### src/rtl/wb_master.sv
// Pipelined Wishbone B4 initiator: valid/ready requests in, bus cycles out, registered responses back.
// Optional ack watchdog enabled by defining WB_MASTER_TIMEOUT_EN.
module wb_master #(
    parameter int unsigned MAX_OUTSTANDING = 4,
    parameter int unsigned TIMEOUT_CYCLES  = 255
) (
    input  logic        clk_i,
    input  logic        rst_ni,
    input  logic        req_valid_i,
    output logic        req_ready_o,
    input  logic [31:0] req_addr_i,
    input  logic        req_we_i,
    input  logic [3:0]  req_sel_i,
    input  logic [31:0] req_data_i,
    output logic        rsp_valid_o,
    output logic [31:0] rsp_data_o,
    output logic        rsp_err_o,
    output logic        busy_o,
    output logic [31:0] wb_adr_o,
    output logic [31:0] wb_dat_o,
    output logic [3:0]  wb_sel_o,
    output logic        wb_we_o,
    output logic        wb_stb_o,
    output logic        wb_cyc_o,
    input  logic [31:0] wb_dat_i,
    input  logic        wb_ack_i,
    input  logic        wb_stall_i
);

    typedef enum logic {Idle, Active} state_e;

    localparam logic [4:0] MaxOut = 5'(MAX_OUTSTANDING);

    state_e      state_q;
    logic [31:0] adr_q, dat_q, rspData_q;
    logic [3:0]  sel_q, cnt_q, cnt_d;
    logic        we_q, stb_q, stb_d, cyc_q, rspValid_q;
    logic        issue, countedAck, accept, timeout;

    assign issue       = stb_q && !wb_stall_i;
    assign countedAck  = wb_ack_i && (cnt_q != 4'd0);
    // The pending strobe reserves a slot so an issue can never overrun the limit.
    assign req_ready_o = (!stb_q || !wb_stall_i) &&
                         (({1'b0, cnt_q} + {4'b0000, stb_q}) < MaxOut);
    assign accept      = req_valid_i && req_ready_o;

    always_comb begin
        stb_d = stb_q;
        if (accept) begin
            stb_d = 1'b1;
        end else if (issue) begin
            stb_d = 1'b0;
        end
        cnt_d = cnt_q + {3'b000, issue} - {3'b000, countedAck};
    end

`ifdef WB_MASTER_TIMEOUT_EN
    localparam logic [7:0] TimeoutLimit = 8'(TIMEOUT_CYCLES);

    logic [7:0] wd_q;
    logic       rspErr_q;

    // A late ack in the limit cycle still wins over the timeout.
    assign timeout = (wd_q == TimeoutLimit) && !countedAck && (cnt_q != 4'd0);

    always_ff @(posedge clk_i) begin
        if (!rst_ni) begin
            wd_q     <= 8'd0;
            rspErr_q <= 1'b0;
        end else begin
            rspErr_q <= timeout;
            if (countedAck || (cnt_q == 4'd0) || timeout) begin
                wd_q <= 8'd0;
            end else begin
                wd_q <= wd_q + 8'd1;
            end
        end
    end

    assign rsp_err_o = rspErr_q;
`else
    assign timeout   = 1'b0;
    assign rsp_err_o = 1'b0;
`endif

    always_ff @(posedge clk_i) begin
        if (!rst_ni) begin
            state_q    <= Idle;
            adr_q      <= 32'd0;
            dat_q      <= 32'd0;
            sel_q      <= 4'd0;
            we_q       <= 1'b0;
            stb_q      <= 1'b0;
            cyc_q      <= 1'b0;
            cnt_q      <= 4'd0;
            rspValid_q <= 1'b0;
            rspData_q  <= 32'd0;
        end else begin
            rspValid_q <= countedAck;
            if (countedAck) begin
                rspData_q <= wb_dat_i;
            end
            if (timeout) begin
                state_q <= Idle;
                stb_q   <= 1'b0;
                cyc_q   <= 1'b0;
                cnt_q   <= 4'd0;
            end else begin
                cnt_q <= cnt_d;
                stb_q <= stb_d;
                if (accept) begin
                    adr_q <= req_addr_i;
                    dat_q <= req_data_i;
                    sel_q <= req_sel_i;
                    we_q  <= req_we_i;
                end
                case (state_q)
                    Idle: begin
                        if (accept) begin
                            state_q <= Active;
                            cyc_q   <= 1'b1;
                        end
                    end
                    Active: begin
                        if ((cnt_d == 4'd0) && !stb_d) begin
                            state_q <= Idle;
                            cyc_q   <= 1'b0;
                        end
                    end
                    default: state_q <= Idle;
                endcase
            end
        end
    end

    assign wb_adr_o    = adr_q;
    assign wb_dat_o    = dat_q;
    assign wb_sel_o    = sel_q;
    assign wb_we_o     = we_q;
    assign wb_stb_o    = stb_q;
    assign wb_cyc_o    = cyc_q;
    assign busy_o      = cyc_q;
    assign rsp_valid_o = rspValid_q;
    assign rsp_data_o  = rspData_q;

endmodule
### config.mk
export PLATFORM = sky130hd
export DESIGN_NAME = wb_master
export DESIGN_NICKNAME = d
export VERILOG_FILES = /design/src/rtl/wb_master.sv
export SDC_FILE = /design/constraint.sdc
export NUM_CORES = 1
export LEC_CHECK = 0
export ABC_CLOCK_PERIOD_IN_PS = 3200
export CAP_MARGIN = 20
export CORE_MARGIN = 3
export CORE_UTILIZATION = 36
export CTS_CLUSTER_DIAMETER = 150
export DETAILED_ROUTE_END_ITERATION = 7
export GPL_ROUTABILITY_DRIVEN = 0
export PLACE_DENSITY_LB_ADDON = 0.25
export SYNTH_ARGS = -nofsm -noshare
export SYNTH_HDL_FRONTEND = slang
export SYNTH_SLANG_ARGS = --single-unit
### constraint.sdc
create_clock -name clk_i -period 3.2 [get_ports clk_i]
set_clock_uncertainty 0.15 [all_clocks]
set_input_delay 0.48 -clock clk_i [delete_from_list [all_inputs] [get_ports clk_i]]
set_output_delay 0.48 -clock clk_i [all_outputs]
set_load 0.02 [all_outputs]
# Yosys cells after proc, flatten, opt, wreduce, memory -nomap -nowiden
# Cells that the tools add are included.
# W data, S select, Z words.
# word_totals
elab_cells	37
output_inout_bits	107
ff_bits	109
inputBits	106
# classes
n_reduce_logical	12
n_bitwise	1
add_sub_neg	3
magnitude_cmp	1
muxes	8
n_eq_ne	2
# op_table
operator	count
$mux W1	6
$add A4 B1 Y5	1
$logic_and A1 B1 Y1	5
$lt A5 B3 Y1 const B	1
$add A4 B1 Y4	1
$logic_not A4 Y1	1
$pmux W1 S2	2
$reduce_bool A4 Y1	1
$sub A4 B1 Y4	1
$logic_not A1 Y1	3
$ne A2 B1 Y1 const B	1
$ne A2 B2 Y1 const B	1
$reduce_and A2 Y1	1
$logic_or A1 B1 Y1	1
$not A1 Y1	1

# Logic depth before layout (Yosys ltp)
# Gate-level depths: netlist of run 1.
# depth
word_depth	9
ltp_mapped	15
ltp_nobuf	14

# Least setup slack after synthesis of run 1
# No wires, ideal clock.
# synth_timing
path_type	flip-flop to flip-flop
startpoint	reg cnt_q[2]
endpoint	reg cyc_q, in the netlist busy_o
t_arrival_ps	2988
path_stages_with_launch	16
path_buffers	1
slack_ps	-70
cell_sequence	dfxtp_1 > inv_1 > ha_1 > inv_1 > o31ai_2 > inv_1 > clkbuf_1 > ha_1 > inv_1 > ha_1 > inv_1 > fa_1 > xnor2_1 > nand4bb_1 > nor4_1 > a211oi_2
# synth_between
word_cells_on_any_way	15
classes_between	add/sub (3); order compare (1); eq/ne (2); mux (1); reduce/logical (8)
# synth_lines
item	line_no	text
from (decl)	36	logic [3:0] sel_q, cnt_q, cnt_d;
from (signal assigned)	109	cnt_q <= cnt_d;
$reduce_bool A4 Y1	41	assign countedAck = wb_ack_i && (cnt_q != 4'd0);
$logic_and A1 B1 Y1	41	
named net countedAck	38	logic issue, countedAck, accept, timeout;
$sub A4 B1 Y4	54	cnt_d = cnt_q + {3'b000, issue} - {3'b000, countedAck};
$logic_not A4 Y1	125	if ((cnt_d == 4'd0) && !stb_d) begin
$logic_and A1 B1 Y1	125	
$ne A2 B1 Y1 (no source line)	n/a	
$reduce_and A2 Y1 (no source line)	n/a	
to (signal assigned)	106	cyc_q <= 1'b0;
to (signal assigned)	121	cyc_q <= 1'b1;
to (signal assigned)	127	cyc_q <= 1'b0;
to (decl)	37	logic we_q, stb_q, stb_d, cyc_q, rspValid_q;
# The timed path passes the listed nets, and every way through them passes these cells.
# A chain may end at the register's enable or synchronous reset.

# Worst setup path after layout of run 1
# layout_timing
startpoint	reg cnt_q[2]
endpoint	reg cyc_q, in the netlist busy_o
# layout_between
elab_chain_len	9
word_cells_on_any_way	15
classes_between	add/sub (3); order compare (1); eq/ne (2); mux (1); reduce/logical (8)
# layout_lines
item	line_no	text
$add A4 B1 Y5	44	(({1'b0, cnt_q} + {4'b0000, stb_q}) < MaxOut);
$lt A5 B3 Y1	44	
$logic_and A1 B1 Y1	43	assign req_ready_o = (!stb_q || !wb_stall_i) &&
$logic_and A1 B1 Y1	45	assign accept = req_valid_i && req_ready_o;
$mux W1	49	if (accept) begin
$logic_not A1 Y1	125	
$logic_and A1 B1 Y1	125	
$ne A2 B1 Y1 (no source line)	n/a	
$reduce_and A2 Y1 (no source line) *	n/a	
# Every way passes the cells marked *; elsewhere a longest branch is shown, timed or not.

==> impl.org, run 1 <==
** Global route
- The number of antenna violations at the first check in global routing was 0.
- The number of global-route vias before repair was 4293.
- The first global-routing pass estimated 21060 um of wire.
- Total global routing overflow :: 0
- Pin count of the biggest net entering global routing :: 72
- For this run, the total global-route usage over all layers was measured as 19.86%.

** Synthesis
- Number of distinct library cells after synthesis :: 35
- Library cell with the largest summed area after synthesis :: sky130_fd_sc_hd__dfxtp_1
- Counting every net in the synthesized netlist gives 626.
- The share of synthesized area in the top cell type comes to 51.66%.
- Yosys warning total :: 0
- Number of flops mapped to enable cells by yosys :: 0
- The cell count after synthesis came out at 512.
- Each instance of the synthesized netlist takes up on average 8.250 um2.
- Portion of the post-synthesis area used by sequential elements :: 51.66%
- Ranked by total cell area, the synthesized netlist is headed by sky130_fd_sc_hd__dfxtp_1 52%, sky130_fd_sc_hd__a21oi_1 12%, sky130_fd_sc_hd__nand3_1 8.2%, sky130_fd_sc_hd__o21ai_0 8.2%, sky130_fd_sc_hd__nand2_1 5.9%.
- In the synthesized netlist the dominant register cell turns out to be sky130_fd_sc_hd__dfxtp_1.
- Counting flops and latches in the post-synthesis netlist gives 109.
- Summing every instance area after synthesis gives 4224 um2.
- Of all flip-flops after synthesis, the portion carrying an async set or reset was 0%.

** Min path
- Class of the tightest hold or removal check :: flip-flop to flip-flop

** Setup path
- Data arrival time at the worst-slack endpoint :: 2.99 ns
- The worst setup path is captured at a flip-flop.
- The critical path is of the flip-flop to flip-flop type.
- Data on the critical path is required at its endpoint by 3.25 ns.
- Setup slack on the worst reg-to-reg path comes out at 0.26 ns.
- Largest fanout on the critical path :: 2
- Type of origin of the critical path :: flip-flop

** CTS
- The H-tree was split into 3 levels.
- Clock tree synthesis selected as its root buffer the cell sky130_fd_sc_hd__clkbuf_16.
- In this run the post-CTS setup repair buffer count came out at 0.
- Post-CTS Resized :: 0
- The number of hold buffers added after CTS was 0.
- Clock tree from TritonCTS :: built
- Counting every sink on the clock net gives 109.
- Number of buffers created by CTS :: 9
- Counting along the longest clock path gives a buffer depth of 2.
- Clock network latency to the later pin of the worst-skew pair :: 0.33 ns
- After clock tree synthesis, the clock-pin slew on the worst setup and hold paths is 0.07 ns.

** Timing
- Maximum clock frequency :: 339.7 MHz
- The number of hold violations in the final report came to 0.
- The worst pin sits at a relative slew slack of 49.54%.
- For the pin with the worst max-slew slack, the measured transition is 0.7569 ns.
- Final setup violation count :: 0
- The count of final max-slew check failures is 0.
- Time the final worst path needs with I/O delays and setup :: 2.944 ns
- Final hold analysis gives a worst-case slack of 0.3028 ns.
- Fin crit share :: 91.99%

** Cells and area
- 0 antenna diodes ended up in the layout.
- Commonest cells after routing, fill and taps aside :: 211 x sky130_fd_sc_hd__clkdlybuf4s50_1, 109 x sky130_fd_sc_hd__dfxtp_1, 103 x sky130_fd_sc_hd__a21oi_1, 69 x sky130_fd_sc_hd__nand3_1, 69 x sky130_fd_sc_hd__o21ai_0
- Net count, final :: 812
- Most frequent standard cell in the layout excluding fill and tap cells :: sky130_fd_sc_hd__clkdlybuf4s50_1
- Compared with the post-synthesis result, the final layout area differs by 59.86%.
- Fraction of final layout cells sized beyond drive strength 1 :: 5.263%
- Summed area of non-filler cells in the final layout :: 6753 um2
- Number of cells in the finished layout apart from fillers :: 843

** Placed design
- Summed over all nets, the half-perimeter wirelength after detailed placement is 9563 um.
- Number of cells after detailed placement :: 827
- Placed cell area :: 6420 um2
- During placement, the flow inserted port buffers numbering 211.

** Floorplanning
- During I/O placement, the number of pins put on the boundary was 213.
- The floorplan step defined a die boundary enclosing 13070 um2.
- Initial cell density of the core :: 37.81%
- After floorplanning, the core was sized to cover 11170 um2.
- Horizontal die dimension :: 114.3 um
- Die boundary height :: 114.3 um
- Number of placement rows :: 38

** Drt
- Before antenna repair, the detailed router went through 4 iterations.
- Total vias in the final route :: 4387
- Total routed wirelength :: 13560 um
- Using the TritonRoute via totals, the vias-per-cell ratio works out to 5.204.
- Once detail routing completed, the nets flagged for antenna violations numbered 0.
- In the final routed layout, each cell accounts on average for 16.08 um.
- For this run, design rule violations remaining after detail routing come to 0.
- Iter 0 DRT Violations :: 396

** Power and ir drop
- For this design the ratio of total power to cell area is 739.6 nW/um2.
- Summed over all cells, the static leakage comes to 2.430 nW.
- VDD IR max :: 725.2 uV
- Post-route total power :: 4.994 mW

** Job
- The tool flagged a number of max-cap violations equal to 0.

** Outcome
- Result of the run :: completed
## worst paths after layout
check,startpoint,to,cells past startpoint
setup / recovery,cnt_q[2]$_SDFF_PN0_,busy_o$_SDFFE_PN0P_,14
hold / removal,rsp_data_o[15]$_SDFFE_PN0P_,rsp_data_o[15]$_SDFFE_PN0P_,2
setup reg to reg,cnt_q[2]$_SDFF_PN0_,busy_o$_SDFFE_PN0P_,14
hold reg to reg,rsp_data_o[15]$_SDFFE_PN0P_,rsp_data_o[15]$_SDFFE_PN0P_,2
## flip-flops by register name (all words and copies together), names as in the netlist
signal,count
wb_adr_o,32
busy_o,1
cnt_q,4
rsp_data_o,32
wb_stb_o,1
state_q,1
wb_dat_o,32
wb_sel_o,4
wb_we_o,1
rsp_valid_o,1
## layer usage
metal | vias to the layer above | global-route usage, % | wire [um]
met5 | - | 0 | 0
met4 | 0 | 7.997 | 427
met3 | 33 | 3.383 | 706
met2 | 145 | 36.10 | 7089
met1 | 2065 | 23.03 | 5332
li1 | 2144 | - | -
## report_power, final
group / internal, mW / switching [mW]
clock: 0.727 / 0.471
sequential: 1.61 / 0.132
combinational: 0.876 / 1.18
## cell usage after synthesis (all sizes together), types with 2 or more instances
master and number:
ha 7, and2 2, nand3 69, a21oi 103
o31ai 2, buf 19, dfxtp 109, clkbuf 29
a211oi 2, nand2 66, a31oi 2, nor2 5
o21a 2, o21ai 70, inv 10, nand3b 2
## layout make-up
cell class / count / area, um2
clock inverters: 4 / 70.07
well taps: 140 / 175.2
clock buffers: 12 / 256.5
repair buffers: 223 / 2215
flip-flops and latches: 109 / 2182
multi-input cells: 345 / 1817
inverters: 10 / 37.54
fillers: 1010 / 4420
## critical path, cell delays in order (launching register included)
cell and delay (ns):
sky130_fd_sc_hd__dfxtp_1 0.31, sky130_fd_sc_hd__inv_1 0.08, sky130_fd_sc_hd__ha_1 0.17, sky130_fd_sc_hd__inv_1 0.07, sky130_fd_sc_hd__o31ai_4 0.25, sky130_fd_sc_hd__inv_1 0.10, sky130_fd_sc_hd__ha_1 0.30, sky130_fd_sc_hd__inv_1 0.06
sky130_fd_sc_hd__ha_1 0.15, sky130_fd_sc_hd__inv_1 0.06, sky130_fd_sc_hd__fa_1 0.37, sky130_fd_sc_hd__xnor2_1 0.14, sky130_fd_sc_hd__nand4bb_1 0.23, sky130_fd_sc_hd__nor4_2 0.28, sky130_fd_sc_hd__a211oi_2 0.10
## stage by stage
stage               utilization, %  worst slack [ns]  TNS (ns)
global placement             57.28            0.1294         0
finish                       60.44            0.2562         0
global route                 60.44          -0.03580  -0.03580
floorplan                        -           0.01375         0
detailed placement           57.46           0.03173         0
CTS                          60.38            0.1936         0
## cell families (layout without fill, tap and decap cells)
| family | count (synthesis) | after routing | share of synthesized area [%] |
|---|---|---|---|
| compound gates | 185 | 185 | 23.16 |
| simple gates | 150 | 150 | 16.23 |
| other cells | 1 | 1 | 0.08878 |
| buf+inv | 58 | 249 | 6.101 |
| fa+ha+maj | 8 | 8 | 2.547 |
| flops | 109 | 109 | 51.66 |
| xor+xnor | 1 | 1 | 0.2074 |
Note: power is estimated with default switching activity, not from simulation.
==> run 2: changes to the inputs <==
--- a/config.mk
+++ b/config.mk
@@ -8,9 +8,10 @@
 export ABC_CLOCK_PERIOD_IN_PS = 3200
 export CAP_MARGIN = 20
 export CORE_MARGIN = 3
-export CORE_UTILIZATION = 36
+export CORE_UTILIZATION = 50
 export CTS_CLUSTER_DIAMETER = 150
 export DETAILED_ROUTE_END_ITERATION = 7
+export DONT_BUFFER_PORTS = 1
 export GPL_ROUTABILITY_DRIVEN = 0
 export PLACE_DENSITY_LB_ADDON = 0.25
 export SYNTH_ARGS = -nofsm -noshare
==> run 2 against run 1 <==
- wire length fell by 22%
- die area fell by 27%
- total power fell by 20%
- sequential share of layout area rose by 17 points
- flip-flop and latch count did not move
- register-to-register slack got worse by 0.03 ns
- worst setup slack got worse by 0.032 ns
- critical endpoint unchanged
- largest cell class is now registers
- highest routed layer unchanged
==> impl.org, run 2 (same netlist as run 1, synthesis figures left out) <==
** Outcome
- Result of the run :: completed

** Drt
- The final layout contains routed wiring with a total length of 10620 um.
- Detailed routing inserted a total of 3512 vias.
- Using the TritonRoute via totals, the vias-per-cell ratio works out to 5.932.
- The detail route stage leaves a number of antenna-violating nets equal to 0.
- For this run, the detailed router's first-pass iteration total came to 5.
- Average wire per standard cell :: 17.94 um
- Remaining DRCs :: 0
- Iter 0 DRT Violations :: 182

** Setup path
- For this design, the slowest cell found on the critical path is sky130_fd_sc_hd__fa_1.
- The critical path contains buffers and inverters numbering 5 combined.
- At the worst endpoint, the arrival time is 3.06 ns.
- Broken down by cell family, the worst path's largest delay share belongs to adder cells.
- For the worst setup path, the data required time is 3.28 ns.
- Worst path cell trace :: inv_1, ha_1, inv_1, o31ai_4, inv_1, ha_1, inv_1, ha_1, inv_1, fa_1, xnor2_1, nand4bb_1, nor4_1, a211oi_2
- R2R depth :: 14
- CP endpoint kind :: flip-flop
- Along the worst path, the maximum fanout reaches 4.
- The critical path in this run is classified as flip-flop to flip-flop.
- The most numerous cell type found on the critical path is sky130_fd_sc_hd__inv_1.
- The worst setup path is launched from a flip-flop.
- Counting buffers and inverters, the worst setup path is 14 cells deep.
- Across all register-to-register paths, the minimum setup slack is 0.22 ns.
- Worst path max stage delay :: 0.38 ns

** Global route
- Number of global-route vias before repair :: 3407
- Entering global routing, the biggest net connects 70 pins.
- Across every metal layer, demand over resource in global routing totals 21.55%.
- Global-route wire length before repair :: 17150 um
- Total global routing overflow :: 0
- The number of antenna violations at the first check in global routing is 0.

** Floorplanning
- Core Footprint :: 7968 um2
- Number of placement rows :: 32
- Count of boundary I/O pins :: 213
- Full die area :: 9587 um2
- The floorplan step set the die width to 97.92 um.
- Initial cell density of the core :: 53.02%
- Die boundary height :: 97.92 um

** CTS
- Counting along the longest clock path gives a buffer depth of 2.
- Maximum level of the CTS H-tree :: 3
- Clock network latency to the later pin of the worst-skew pair :: 0.36 ns
- In this run, post-CTS hold repair placed 0 buffers.
- Clock transition at path regs :: 0.10 ns
- Clock tree synthesis found a total of 109 sinks.
- Number of buffers created by CTS :: 9
- Post-CTS Resized :: 0
- The tree is rooted in a sky130_fd_sc_hd__clkbuf_8.
- Number of setup buffers added after CTS :: 0
- TritonCTS built the clock tree.

** Power and ir drop
- For this design the ratio of total power to cell area is 892.6 nW/um2.
- Clock network fraction of total power :: 19.9%
- Fraction of power spent switching nets :: 41.32%
- In this run, the combinational gates consume 27.9% of the power.
- VDD sags by at most 489.3 uV.
- Of the total power, registers draw 52.2%.
- In this run the static leakage power is 1.576 nW.
- P_sw :: 1.646 mW
- Design internal power :: 2.338 mW
- Post-route total power :: 3.984 mW

** Timing
- Time the final worst path needs with I/O delays and setup :: 2.976 ns
- Max Slew Vio Count :: 0
- Final setup violation count :: 0
- Setup repair after global routing missed its margin :: false
- At the pin with the least slew margin, the transition time is 0.5656 ns.
- Worst slew margin :: 62.30%
- Fin crit share :: 93.00%
- Maximum clock frequency :: 336.0 MHz
- For the final routed database, the setup TNS stands at 0 ns.
- Final hold violation count :: 0

** Cells and area
- Synth-to-layout area growth :: 5.658%
- Fraction of final layout cells sized beyond drive strength 1 :: 7.143%
- The final layout contains 599 nets.
- In the layout the commonest cells are 109 x sky130_fd_sc_hd__dfxtp_1, 103 x sky130_fd_sc_hd__a21oi_1, 69 x sky130_fd_sc_hd__nand3_1, 69 x sky130_fd_sc_hd__o21ai_0, 66 x sky130_fd_sc_hd__nand2_1.
- Most frequent standard cell in the layout excluding fill and tap cells :: sky130_fd_sc_hd__dfxtp_1
- 0 antenna diodes ended up in the layout.

** Min path
- The worst hold path belongs to the class input pin to flip-flop.
- Along the worst hold path, the cell count comes to 2.

** Placed design
- Once detailed placement completed, the half-perimeter wirelength came to 7363 um.
- Count of input and output buffers :: 0

** Job
- Max-cap violations in this run came to 0.
==> run 2: cell count changes in the layout (fill, tap and decap cells not counted), sizes merged <==
cell / delta
clkdlybuf4s50: -211
clkbuf: -1
inv: +3
bufinv: -2
clkinvlp: +2
clkinv: -2
buf: -2
==> run 2: per-stage QoR <==
stage	worst slack, ns	hold WS (ns)	cells	area (um2)	util [%]
after floorplan	0.01375	0.2983	512	4233	-
after global placement	0.3674	0.3085	575	4250	53.34
after detailed placement	0.2239	0.3273	575	4250	53.34
after CTS	0.2045	0.06893	591	4443	55.76
after global routing	0.007111	0.07000	592	4463	56.01
final	0.2241	0.08954	592	4463	56.01
==> run 2: cell type report <==
cell class              count  area [um2]
clock buffers              11       151.4
clock inverters             5       41.29
fillers                   759        3505
inverters                  10       37.54
multi-input cells         345        1810
flip-flops and latches    109        2182
well taps                 102       127.6
repair buffers             10       112.6
==> run 2: metal layers <==
metal  track usage [%]  up-vias  wire length, um
li1                  -     1712                -
met1             26.26     1632             4089
met2             35.81      151             5375
met3             6.571       17              956
met4             8.094        0              198
met5                 0        -                0
==> run 2: worst paths after layout <==
path	startpoint	to
max	cnt_q[3]$_SDFF_PN0_	busy_o$_SDFFE_PN0P_
max reg2reg	cnt_q[3]$_SDFF_PN0_	busy_o$_SDFFE_PN0P_
min	wb_dat_i[12]	rsp_data_o[12]$_SDFFE_PN0P_
min reg2reg	state_q$_SDFF_PN0_	state_q$_SDFF_PN0_
==> run 2: power groups by stage <==
stage	Combinational [mW]	Sequential [mW]	Clock, mW
floorplan	0.896	2.05	0
global placement	1.05	2.11	0
detailed placement	1.09	2.12	0
CTS	1.10	2.09	0.822
global route	1.28	2.11	0.876
finish	1.11	2.08	0.791
==> run 3: changes to the inputs <==
--- a/config.mk
+++ b/config.mk
@@ -7,7 +7,6 @@
 export LEC_CHECK = 0
 export ABC_CLOCK_PERIOD_IN_PS = 3200
 export CAP_MARGIN = 20
-export CORE_MARGIN = 3
 export CORE_UTILIZATION = 50
 export CTS_CLUSTER_DIAMETER = 150
 export DETAILED_ROUTE_END_ITERATION = 7
==> run 3 against run 2 <==
- critical path depth stayed put
- via count is 1.1% higher
- non-clock buffer count is 1 higher
- clock-buffer cell count down 1
- final area rose by 0.14%
- highest routed layer unchanged
- wire length down 1.3%
- worst hold slack got worse by 0.0012 ns
- critical path type unchanged
- sequential share of layout area shrank 0.068 points
- first-iteration DRC count decreased by 21%
- fmax fell by 1.6%
- largest cell class unchanged
==> impl.org, run 3 (same netlist as run 1, synthesis figures left out) <==
** Drt
- Highest routing layer actually used :: met4
- The detail route stage leaves a number of antenna-violating nets equal to 0.
- Summed over all nets, wire length on met3 after detailed routing comes to 948 um.
- For this run, design rule violations remaining after detail routing come to 0.
- 1st-pass router iterations :: 4
- The routed layout has 3551 vias.
- Routed metal-1 wirelength :: 4158 um
- Using the TritonRoute via totals, the vias-per-cell ratio works out to 5.968.
- Average wire per standard cell :: 17.62 um
- Total routed wirelength :: 10480 um
- Iter 0 DRT Violations :: 143
- Amount of wire on met2 after detailed routing :: 5137 um

** Floorplanning
- After floorplanning, the core was divided into 33 placement rows.
- In this run the count of I/O pins placed on the die edge is 213.
- The die covers 8820 um2.
- Horizontal die dimension :: 93.92 um
- The initial utilization of the core area, before any placement, comes to 51.67%.
- Measured along the y axis, the die boundary spans 93.92 um.
- After floorplanning, the core was sized to cover 8175 um2.

** CTS
- The number of clock buffers added by TritonCTS is 9.
- The root buffer cell chosen for the clock tree is sky130_fd_sc_hd__clkbuf_8.
- Clock-pin slew was measured on the worst setup and hold paths at 0.10 ns.
- Count of hold-fix buffers inserted at cts :: 0
- Number of sinks handled by clock tree synthesis :: 109
- Number of setup buffers added after CTS :: 0
- Maximum clock path buffer count :: 2
- After clock tree synthesis, the repair step resized 0 gates.
- TritonCTS built the clock tree.
- The H-tree was split into 3 levels.
- The clock reaches the later pin of the worst-skew pair after 0.36 ns.

** Power and ir drop
- IR analysis of the VDD net gives a maximum drop of 668.8 uV.
- Total power per unit cell area :: 889.4 nW/um2
- Leakage power figure :: 1.578 nW

** Timing
- Setup violations remaining at the end of the flow were counted as 0.
- Setup repair after global routing left no endpoint under its margin.
- Fin crit share :: 94.50%
- Timing would allow up to 330.7 MHz.
- Setup total negative slack on the finished layout was measured at 0 ns.
- The worst path in the final design needs a cycle of 3.024 ns, including I/O delays and setup.
- Final hold violation count :: 0
- Max Slew Vio Count :: 0
- Headroom to the max-slew limit came out at 43.66%.
- The worst path meets setup with 0.1760 ns of slack.
- At the pin with the least slew margin, the transition time is 0.8438 ns.

** Placed design
- Number of cells after detailed placement :: 580
- During placement, the flow inserted port buffers numbering 0.
- Pre-CTS setup slack :: 0.1430 ns
- Total half-perimeter wirelength after legalization and detailed placement :: 7137 um
- Placed cell area :: 4294 um2

** Global route
- For this run, the total global-route usage over all layers was measured as 22.85%.
- Number of global-route vias before repair :: 3167
- Antenna violations before repair :: 0
- Total global routing overflow :: 0
- Entering global routing, the biggest net connects 53 pins.
- Global-route wire length before repair :: 15730 um

** Setup path
- The largest single stage delay on the critical path is 0.38 ns.
- Category of the most critical setup path :: flip-flop to flip-flop
- Worst path cell trace :: inv_1, ha_1, inv_1, o31ai_4, inv_1, ha_1, inv_1, ha_1, inv_1, fa_1, xnor2_1, nand4bb_1, nor4_1, a211oi_2
- On the critical path, the stage with the largest delay is an instance of sky130_fd_sc_hd__fa_1.
- The most numerous cell type found on the critical path is sky130_fd_sc_hd__inv_1.
- Internal reg-to-reg setup slack :: 0.18 ns
- STA puts the critical path data required time at 3.26 ns.
- CP endpoint kind :: flip-flop
- Data arrives at the worst endpoint at 3.08 ns.
- STA classifies the critical path startpoint as a flip-flop.
- In this run the worst path has a maximum fanout of 4.

** Cells and area
- Synth-to-layout area growth :: 5.806%
- Measured on the finished design, the core utilization comes to 54.67%.
- Most frequent standard cell in the layout excluding fill and tap cells :: sky130_fd_sc_hd__dfxtp_1
- At the end of the flow, the number of nets in the layout was 600.
- The number of antenna diodes in the final layout is 0.
- With fillers left out, the area of the finished cells amounts to 4469 um2.
- The library cells used most frequently in the layout, excluding fill and tap cells, are 109 x sky130_fd_sc_hd__dfxtp_1, 103 x sky130_fd_sc_hd__a21oi_1, 69 x sky130_fd_sc_hd__nand3_1, 69 x sky130_fd_sc_hd__o21ai_0, 66 x sky130_fd_sc_hd__nand2_1.
- The post-route netlist has 7.143% of its cells at a drive strength greater than 1.
- Leaving out filler cells and counting taps, the final layout contains 595.
- Fill cells in the final layout number 788.

** Job
- Max-cap violations in this run came to 0.

** Outcome
- Result of the run :: completed

** Min path
- The path class of the tightest hold or removal check is input pin to flip-flop.
run 3: cell types whose count changed in the layout (fill, tap and decap cells not counted), sizes merged:
cell,change
buf,+1
clkbuf,-1
clkinv,+3
inv,-3
run 3: critical path, delay by kind of cell, from the launching register on:
| kind | cells | cell delay [ns] |
|---|---|---|
| fa+ha+maj | 4 | 0.96 |
| simple gates | 2 | 0.58 |
| compound gates | 2 | 0.36 |
| flops | 1 | 0.35 |
| buf+inv | 5 | 0.34 |
| xor+xnor | 1 | 0.15 |
run 3: final cells by class:
| cell class | instances | area (um2) | share of cell area [%] |
|---|---|---|---|
| clock buffers | 10 | 137.6 | 3.080 |
| clock inverters | 5 | 37.54 | 0.8399 |
| inverters | 10 | 37.54 | 0.8399 |
| multi-input cells | 345 | 1810 | 40.51 |
| flip-flops and latches | 109 | 2182 | 48.82 |
| well taps | 105 | 131.4 | 2.940 |
| repair buffers | 11 | 132.6 | 2.968 |
run 3: metal layers:
layer	up-vias	global-route usage, %
met5	-	0
met4	0	11.03
met3	16	6.958
met2	157	36.62
met1	1663	27.79
li1	1715	-
run 3: metrics by stage:
| step | hold slack, ns | power [mW] |
|---|---|---|
| after floorplan | 0.2983 | 2.944 |
| after global placement | 0.3073 | 3.173 |
| after detailed placement | 0.3225 | 3.248 |
| after CTS | 0.07315 | 3.996 |
| after global routing | 0.05872 | 4.235 |
| final | 0.08834 | 3.975 |
run 3: final timing paths:
kind,from,endpoint,depth (start not counted)
setup / recovery,cnt_q[3]$_SDFF_PN0_,busy_o$_SDFFE_PN0P_,14
hold / removal,wb_dat_i[27],rsp_data_o[27]$_SDFFE_PN0P_,2
setup reg to reg,cnt_q[3]$_SDFF_PN0_,busy_o$_SDFFE_PN0P_,14
hold reg to reg,state_q$_SDFF_PN0_,state_q$_SDFF_PN0_,2
run 3: power by group:
group          leakage, nW  total [mW]  internal [mW]  switching, mW
logic                0.599        1.14          0.399          0.745
registers            0.894        2.07           1.61          0.461
clock network       0.0843       0.759          0.302          0.457
